`src/rtl/seq01246_pkg.sv`:
```
// Shared types and constants for the 0,1,2,4,6 sequence tracker and its decoder.
package seq01246_pkg;

   typedef enum logic [1:0] {
      HUNT   = 2'd0,
      SYNC   = 2'd1,
      LOCKED = 2'd2
   } state_t;

   localparam logic [2:0] C0 = 3'd0;
   localparam logic [2:0] C1 = 3'd1;
   localparam logic [2:0] C2 = 3'd2;
   localparam logic [2:0] C4 = 3'd4;
   localparam logic [2:0] C6 = 3'd6;

   localparam int         SEQ_LEN  = 5;
   localparam logic [2:0] LAST_IDX = 3'(SEQ_LEN - 1);

   function automatic logic [2:0] next_idx(input logic [2:0] idx);
      return (idx == LAST_IDX) ? 3'd0 : idx + 3'd1;
   endfunction

endpackage

```
`src/rtl/seq01246_decode.sv`:
```
// Combinational code -> sequence-index decoder; codes 3, 5 and 7 are not legal.
module seq01246_decode
   import seq01246_pkg::*;
(
   input  logic [2:0] code_in,
   output logic       legal,
   output logic [2:0] idx
);

   always_comb begin
      legal = 1'b1;
      idx   = 3'd0;
      case (code_in)
         C0:      idx = 3'd0;
         C1:      idx = 3'd1;
         C2:      idx = 3'd2;
         C4:      idx = 3'd3;
         C6:      idx = 3'd4;
         default: legal = 1'b0;
      endcase
   end

endmodule

```
`src/rtl/seq01246_tracker.sv`:
```
// Receive-side tracker: hunts, syncs and locks onto the 0,1,2,4,6 code stream,
// flywheeling through isolated errors. All outputs come straight from flops.
module seq01246_tracker
   import seq01246_pkg::*;
#(
   parameter int LOCK_CNT   = 3,
   parameter int MISS_LIMIT = 2,
   parameter int ERR_W      = 8
) (
   input  logic             clk,
   input  logic             reset,
   input  logic [2:0]       code_in,
   input  logic             code_valid,
   output logic [2:0]       index,
   output logic             locked,
   output logic             err_illegal,
   output logic             err_order,
   output logic             wrap_pulse,
   output logic [ERR_W-1:0] err_count
);

   localparam int             GW       = $clog2(LOCK_CNT + 1);
   localparam int             MW       = $clog2(MISS_LIMIT + 1);
   localparam logic [GW-1:0]  LOCK_V   = GW'(LOCK_CNT);
   localparam logic [MW-1:0]  MISS_V   = MW'(MISS_LIMIT);

   logic             legal;
   logic [2:0]       idx;
   logic [2:0]       exp_idx;
   logic             in_order;

   state_t           state_q, state_d;
   logic [2:0]       last_idx_q, last_idx_d;
   logic [GW-1:0]    good_cnt_q, good_cnt_d;
   logic [MW-1:0]    miss_cnt_q, miss_cnt_d;
   logic [ERR_W-1:0] err_cnt_q, err_cnt_d;
   logic             locked_q, locked_d;
   logic             err_illegal_q, err_illegal_d;
   logic             err_order_q, err_order_d;
   logic             wrap_q, wrap_d;

   seq01246_decode u_decode (
      .code_in (code_in),
      .legal   (legal),
      .idx     (idx)
   );

   assign exp_idx  = next_idx(last_idx_q);
   assign in_order = legal && (idx == exp_idx);

   always_comb begin
      state_d       = state_q;
      last_idx_d    = last_idx_q;
      good_cnt_d    = good_cnt_q;
      miss_cnt_d    = miss_cnt_q;
      err_cnt_d     = err_cnt_q;
      err_illegal_d = 1'b0;
      err_order_d   = 1'b0;
      wrap_d        = 1'b0;
      if (code_valid) begin
         case (state_q)
            HUNT: begin
               if (legal) begin
                  last_idx_d = idx;
                  good_cnt_d = GW'(1);
                  if (LOCK_CNT == 1) begin
                     state_d    = LOCKED;
                     miss_cnt_d = '0;
                  end else begin
                     state_d = SYNC;
                  end
               end else begin
                  err_illegal_d = 1'b1;
               end
            end
            SYNC: begin
               if (!legal) begin
                  err_illegal_d = 1'b1;
                  state_d       = HUNT;
               end else if (in_order) begin
                  last_idx_d = idx;
                  good_cnt_d = good_cnt_q + GW'(1);
                  if (good_cnt_q + GW'(1) == LOCK_V) begin
                     state_d    = LOCKED;
                     miss_cnt_d = '0;
                  end
               end else begin
                  // out-of-order legal code simply starts a new run
                  last_idx_d = idx;
                  good_cnt_d = GW'(1);
               end
            end
            LOCKED: begin
               if (in_order) begin
                  last_idx_d = idx;
                  miss_cnt_d = '0;
                  wrap_d     = (idx == 3'd0);
               end else begin
                  err_illegal_d = !legal;
                  err_order_d   = legal;
                  err_cnt_d     = (&err_cnt_q) ? err_cnt_q : err_cnt_q + 1'b1;
                  last_idx_d    = exp_idx;
                  if (miss_cnt_q + MW'(1) == MISS_V) begin
                     state_d    = HUNT;
                     miss_cnt_d = '0;
                  end else begin
                     miss_cnt_d = miss_cnt_q + MW'(1);
                  end
               end
            end
            default: state_d = HUNT;
         endcase
      end
      locked_d = (state_d == LOCKED);
   end

   always_ff @(posedge clk) begin
      if (reset) begin
         state_q       <= HUNT;
         last_idx_q    <= 3'd0;
         good_cnt_q    <= '0;
         miss_cnt_q    <= '0;
         err_cnt_q     <= '0;
         locked_q      <= 1'b0;
         err_illegal_q <= 1'b0;
         err_order_q   <= 1'b0;
         wrap_q        <= 1'b0;
      end else begin
         state_q       <= state_d;
         last_idx_q    <= last_idx_d;
         good_cnt_q    <= good_cnt_d;
         miss_cnt_q    <= miss_cnt_d;
         err_cnt_q     <= err_cnt_d;
         locked_q      <= locked_d;
         err_illegal_q <= err_illegal_d;
         err_order_q   <= err_order_d;
         wrap_q        <= wrap_d;
      end
   end

   assign index       = last_idx_q;
   assign locked      = locked_q;
   assign err_illegal = err_illegal_q;
   assign err_order   = err_order_q;
   assign wrap_pulse  = wrap_q;
   assign err_count   = err_cnt_q;

endmodule

```
`config.mk`:
```
export PLATFORM = sky130hd
export DESIGN_NAME = seq01246_tracker
export DESIGN_NICKNAME = d
export VERILOG_FILES = /design/src/rtl/seq01246_pkg.sv /design/src/rtl/seq01246_decode.sv /design/src/rtl/seq01246_tracker.sv
export SDC_FILE = /design/constraint.sdc
export NUM_CORES = 1
export LEC_CHECK = 0
export BUFFER_PORTS_ARGS = -buffer_cell sky130_fd_sc_hd__buf_2
export CELL_PAD_IN_SITES_DETAIL_PLACEMENT = 0
export CELL_PAD_IN_SITES_GLOBAL_PLACEMENT = 1
export CORE_MARGIN = 5
export CORE_UTILIZATION = 42
export CTS_BUF_LIST = sky130_fd_sc_hd__clkbuf_8
export DETAILED_ROUTE_END_ITERATION = 8
export PLACE_DENSITY_LB_ADDON = 0.12
export SLEW_MARGIN = 30
export SYNTH_ARGS = -nofsm -noshare
export SYNTH_HDL_FRONTEND = slang
export SYNTH_SLANG_ARGS = --single-unit
```
`constraint.sdc`:
```
create_clock -name clk -period 2.8 [get_ports clk]
set_clock_uncertainty 0.1 [all_clocks]
set_input_delay 0.14 -clock clk [delete_from_list [all_inputs] [get_ports clk]]
set_output_delay 0.14 -clock clk [all_outputs]
set_load 0.03 [all_outputs]
```
==> impl_metrics.csv <==
group,metric,value,unit
global_route,global_route.usage.total,15.2,%
placed_design,dpl.hpwl,2150,um
synth,yosys-top-cells-count,"dfxtp_1 (21), nor2_1 (17), o21ai_0 (13)",
placed_design,port_buffers,20,
floorplan,die_footprint,0.00426,mm^2
route,met1_length,1480,um
global_route,grt.overflow.total,0,
min_path,min-delay-path-class,"in2reg",
sta,maxSlewHeadroom,62.6,%
critical_path,crit_path_end_kind,"flip-flop",
route,top_layer_in_use,"met4",
cells_and_area,register_area,420,um^2
pwr,ir_drop,0.000183,V
critical_path,worst_setup_path_start_kind,"flip-flop",
synth,synth_top_cell_area_share,32.8,%
cells_and_area,post_route_cells_drive_above_1_share,19.8,%
route,route.vias.total,1213,
synth,synth.largest_area_cell,"dfxtp_1",
pwr,report.power.total,0.620,mW
floorplan,die_x,65.3,um
floorplan,die_extent_in_y,65.3,um
floorplan,starting_density,42.7,%
global_route,grt_pass1_wl,5150,um
clocking,tritoncts_num_sinks,21,
critical_path,timing.critical_path.fanout_max,24,
sta,final-setup-viol-count,0,
sta,finalHoldWorstSlack,0.122,ns
critical_path,timing.reg2reg.setup_slack,0.19,ns
status,run_status,"finished, final reports clean",
sta,final_tns_setup,0,ns
clocking,post-cts-setup-buffers,0,
clocking,numCtsBuffers,3,
route,wirelength,2970,um
synth,syn_nets,170,
sta,timing_worst_slew_pin_value,0.558,ns
global_route,antenna_violations_before_repair,0,
floorplan,num_io_pins,21,
route,wl_met2,1310,um
pwr,static_leak,0.546,nW
synth,postSynth.asyncResetShare,0,%
cells_and_area,fillerInstances,316,
synth,number_of_enable_flip_flop_cells_after_synthesis,0,
cells_and_area,num-nets-final,188,
synth,synthMostInstantiatedCell,"dfxtp_1",
sta,final.period_utilization,93.3,%
critical_path,cp.arrival,2.67,ns
route,drt_pre_antenna_iters,5,
sta,drv_slew,0,
critical_path,setup.worst_path.end,"err_count[4]",
synth,postSynthRegisterBits,21,
floorplan,std_cell_rows,20,
cells_and_area,layout-area-overhead-vs-synth,12.1,%
cells_and_area,fraction_of_the_core_area_covered_by_cells_at_the_end_of_the_flow,47.9,%
synth,synth_area_leaders,"dfxtp_1 (33%), o21ai_0 (5.1%), nor2_1 (5.0%)",
synth,synth_warnings,0,
sta,max_freq,383,MHz
cells_and_area,area_taken_by_multi_input_logic_gates,796,um^2
placed_design,place_area,0.00139,mm^2
pwr,power-per-cell-area,431,mW/mm^2
clocking,cts_root_buffer,"clkbuf_8",
clocking,cts_buffer_depth,2,
route,antenna_violating_nets_post_route,0,
placed_design,gpl.final_weighted_congestion,0.840,
critical_path,worst_setup_path_startpoint,"index[0]",
critical_path,worst-r2r-cell-count,8,
sta,layout_min_cycle_time,2.61,ns
route,post_drt_via_cell_ratio,5.78,
clocking,resize_count_post_cts,0,
critical_path,criticalPathCategory,"reg2reg",
clocking,worst_setup_hold_path_clk_slew,0.09,ns
critical_path,worst_r2r_endpoint,"err_count[4]",
synth,yosysUniqueCellTypes,43,
route,detailroute.wirelength.met3,143,um
synth,synth_seq_area_share,32.8,%
global_route,grt_max_degree,25,
job,maxcap_viol_count,0,
clocking,clock_tree.htree_level_count,1,
sta,grt_setup_unrepaired,"false",
synth,synthesis.area_per_instance,8.02,um^2
critical_path,timing.rr.start,"index[0]",
route,drt_first_iter_violations,67,
cells_and_area,insertedDiodeCount,0,
clocking,cts_tree,"done",
synth,dominantRegCellSynth,"dfxtp_1",
clocking,worst_skew_pair.late_latency,0.27,ns
floorplan,core_area,0.00300,mm^2
global_route,grt_pass1_vias,1122,
sta,report.final.hold_viol_count,0,
route,post-route-drc-count,0,
critical_path,worstPathRequired,2.86,ns
route,wire_length_per_cell,14.1,um
synth,synth.cell_area,0.00128,mm^2
synth,netlist_instances,160,
cells_and_area,final_area,0.00144,mm^2
clocking,cts_hold_repair.buffers,0,
-- sequential cells by signal (all words and copies together) (netlist names) --
signal / flops
miss_cnt_q: 2
index: 3
err_count: 8
wrap_pulse: 1
locked: 1
err_order: 1
state_q: 2
err_illegal: 1
good_cnt_q: 2
-- per-stage QoR --
step	std cells	setup slack [ns]
final	210	0.188
after global placement	206	0.312
after global routing	210	0.0160
after floorplan	160	0.408
after detailed placement	206	0.227
after CTS	210	0.201
-- cell usage in the layout (no fill, tap or decap), types with 6 or more instances in the layout --
cell,synthesis,final
dfxtp_1,21,21
inv_1,7,7
o21ai_0,13,13
nor3_1,6,6
nand4_1,6,6
nand3_1,8,8
or3_1,7,7
nor2_1,17,17
buf_2,2,20
nand2_1,11,11
a21oi_1,12,12
-- kinds of logic after synthesis --
logic type / synth area share, %
simple gates: 32.4
fa+ha+maj: 3.90
mux: 3.51
compound gates: 20.9
xor+xnor: 1.37
buf+inv: 5.17
flops: 32.8
-- layout make-up --
cell class                 instances  area share, %
multi-input combinational        124           55.4
inverter                           7           1.83
sequential                        21           29.2
clock inverter                     1          0.348
timing repair buffer              21           7.48
clock buffer                       3           2.87
tap                               33           2.87
-- power breakdown --
group	leakage, nW	internal (mW)	switching (mW)	total (mW)
clock network	0.0255	0.0994	0.109	0.209
logic	0.350	0.0345	0.0650	0.0996
registers	0.170	0.304	0.00743	0.312
-- layer usage --
layer	vias to the layer above	track usage (%)
met1	567	20.6
met5	-	0
met4	0	4.66
li1	616	-
met3	4	3.25
met2	26	23.9
-- critical path, cell delays in order, from the launching register on --
cell and delay, ns:
dfxtp_1 0.42, inv_1 0.09, ha_1 0.26, a21oi_2 0.29, and4b_1 0.29, mux2i_4 0.11
o211ai_4 0.49, nor3_1 0.15, mux2_2 0.30
-- how the worst min path moves through the flow --
stage | startpoint | to | slack [ns] | cells after the start
detailed placement | miss_cnt_q[1] | miss_cnt_q[1] | 0.35 | 2
CTS | code_valid | err_illegal | 0.12 | 3
finish | code_valid | err_illegal | 0.12 | 3
floorplan | code_valid | err_illegal | 0.21 | 2
global route | code_valid | err_illegal | 0.16 | 3
global placement | good_cnt_q[0] | good_cnt_q[0] | 0.34 | 1
(Power assumes the default switching activity.)
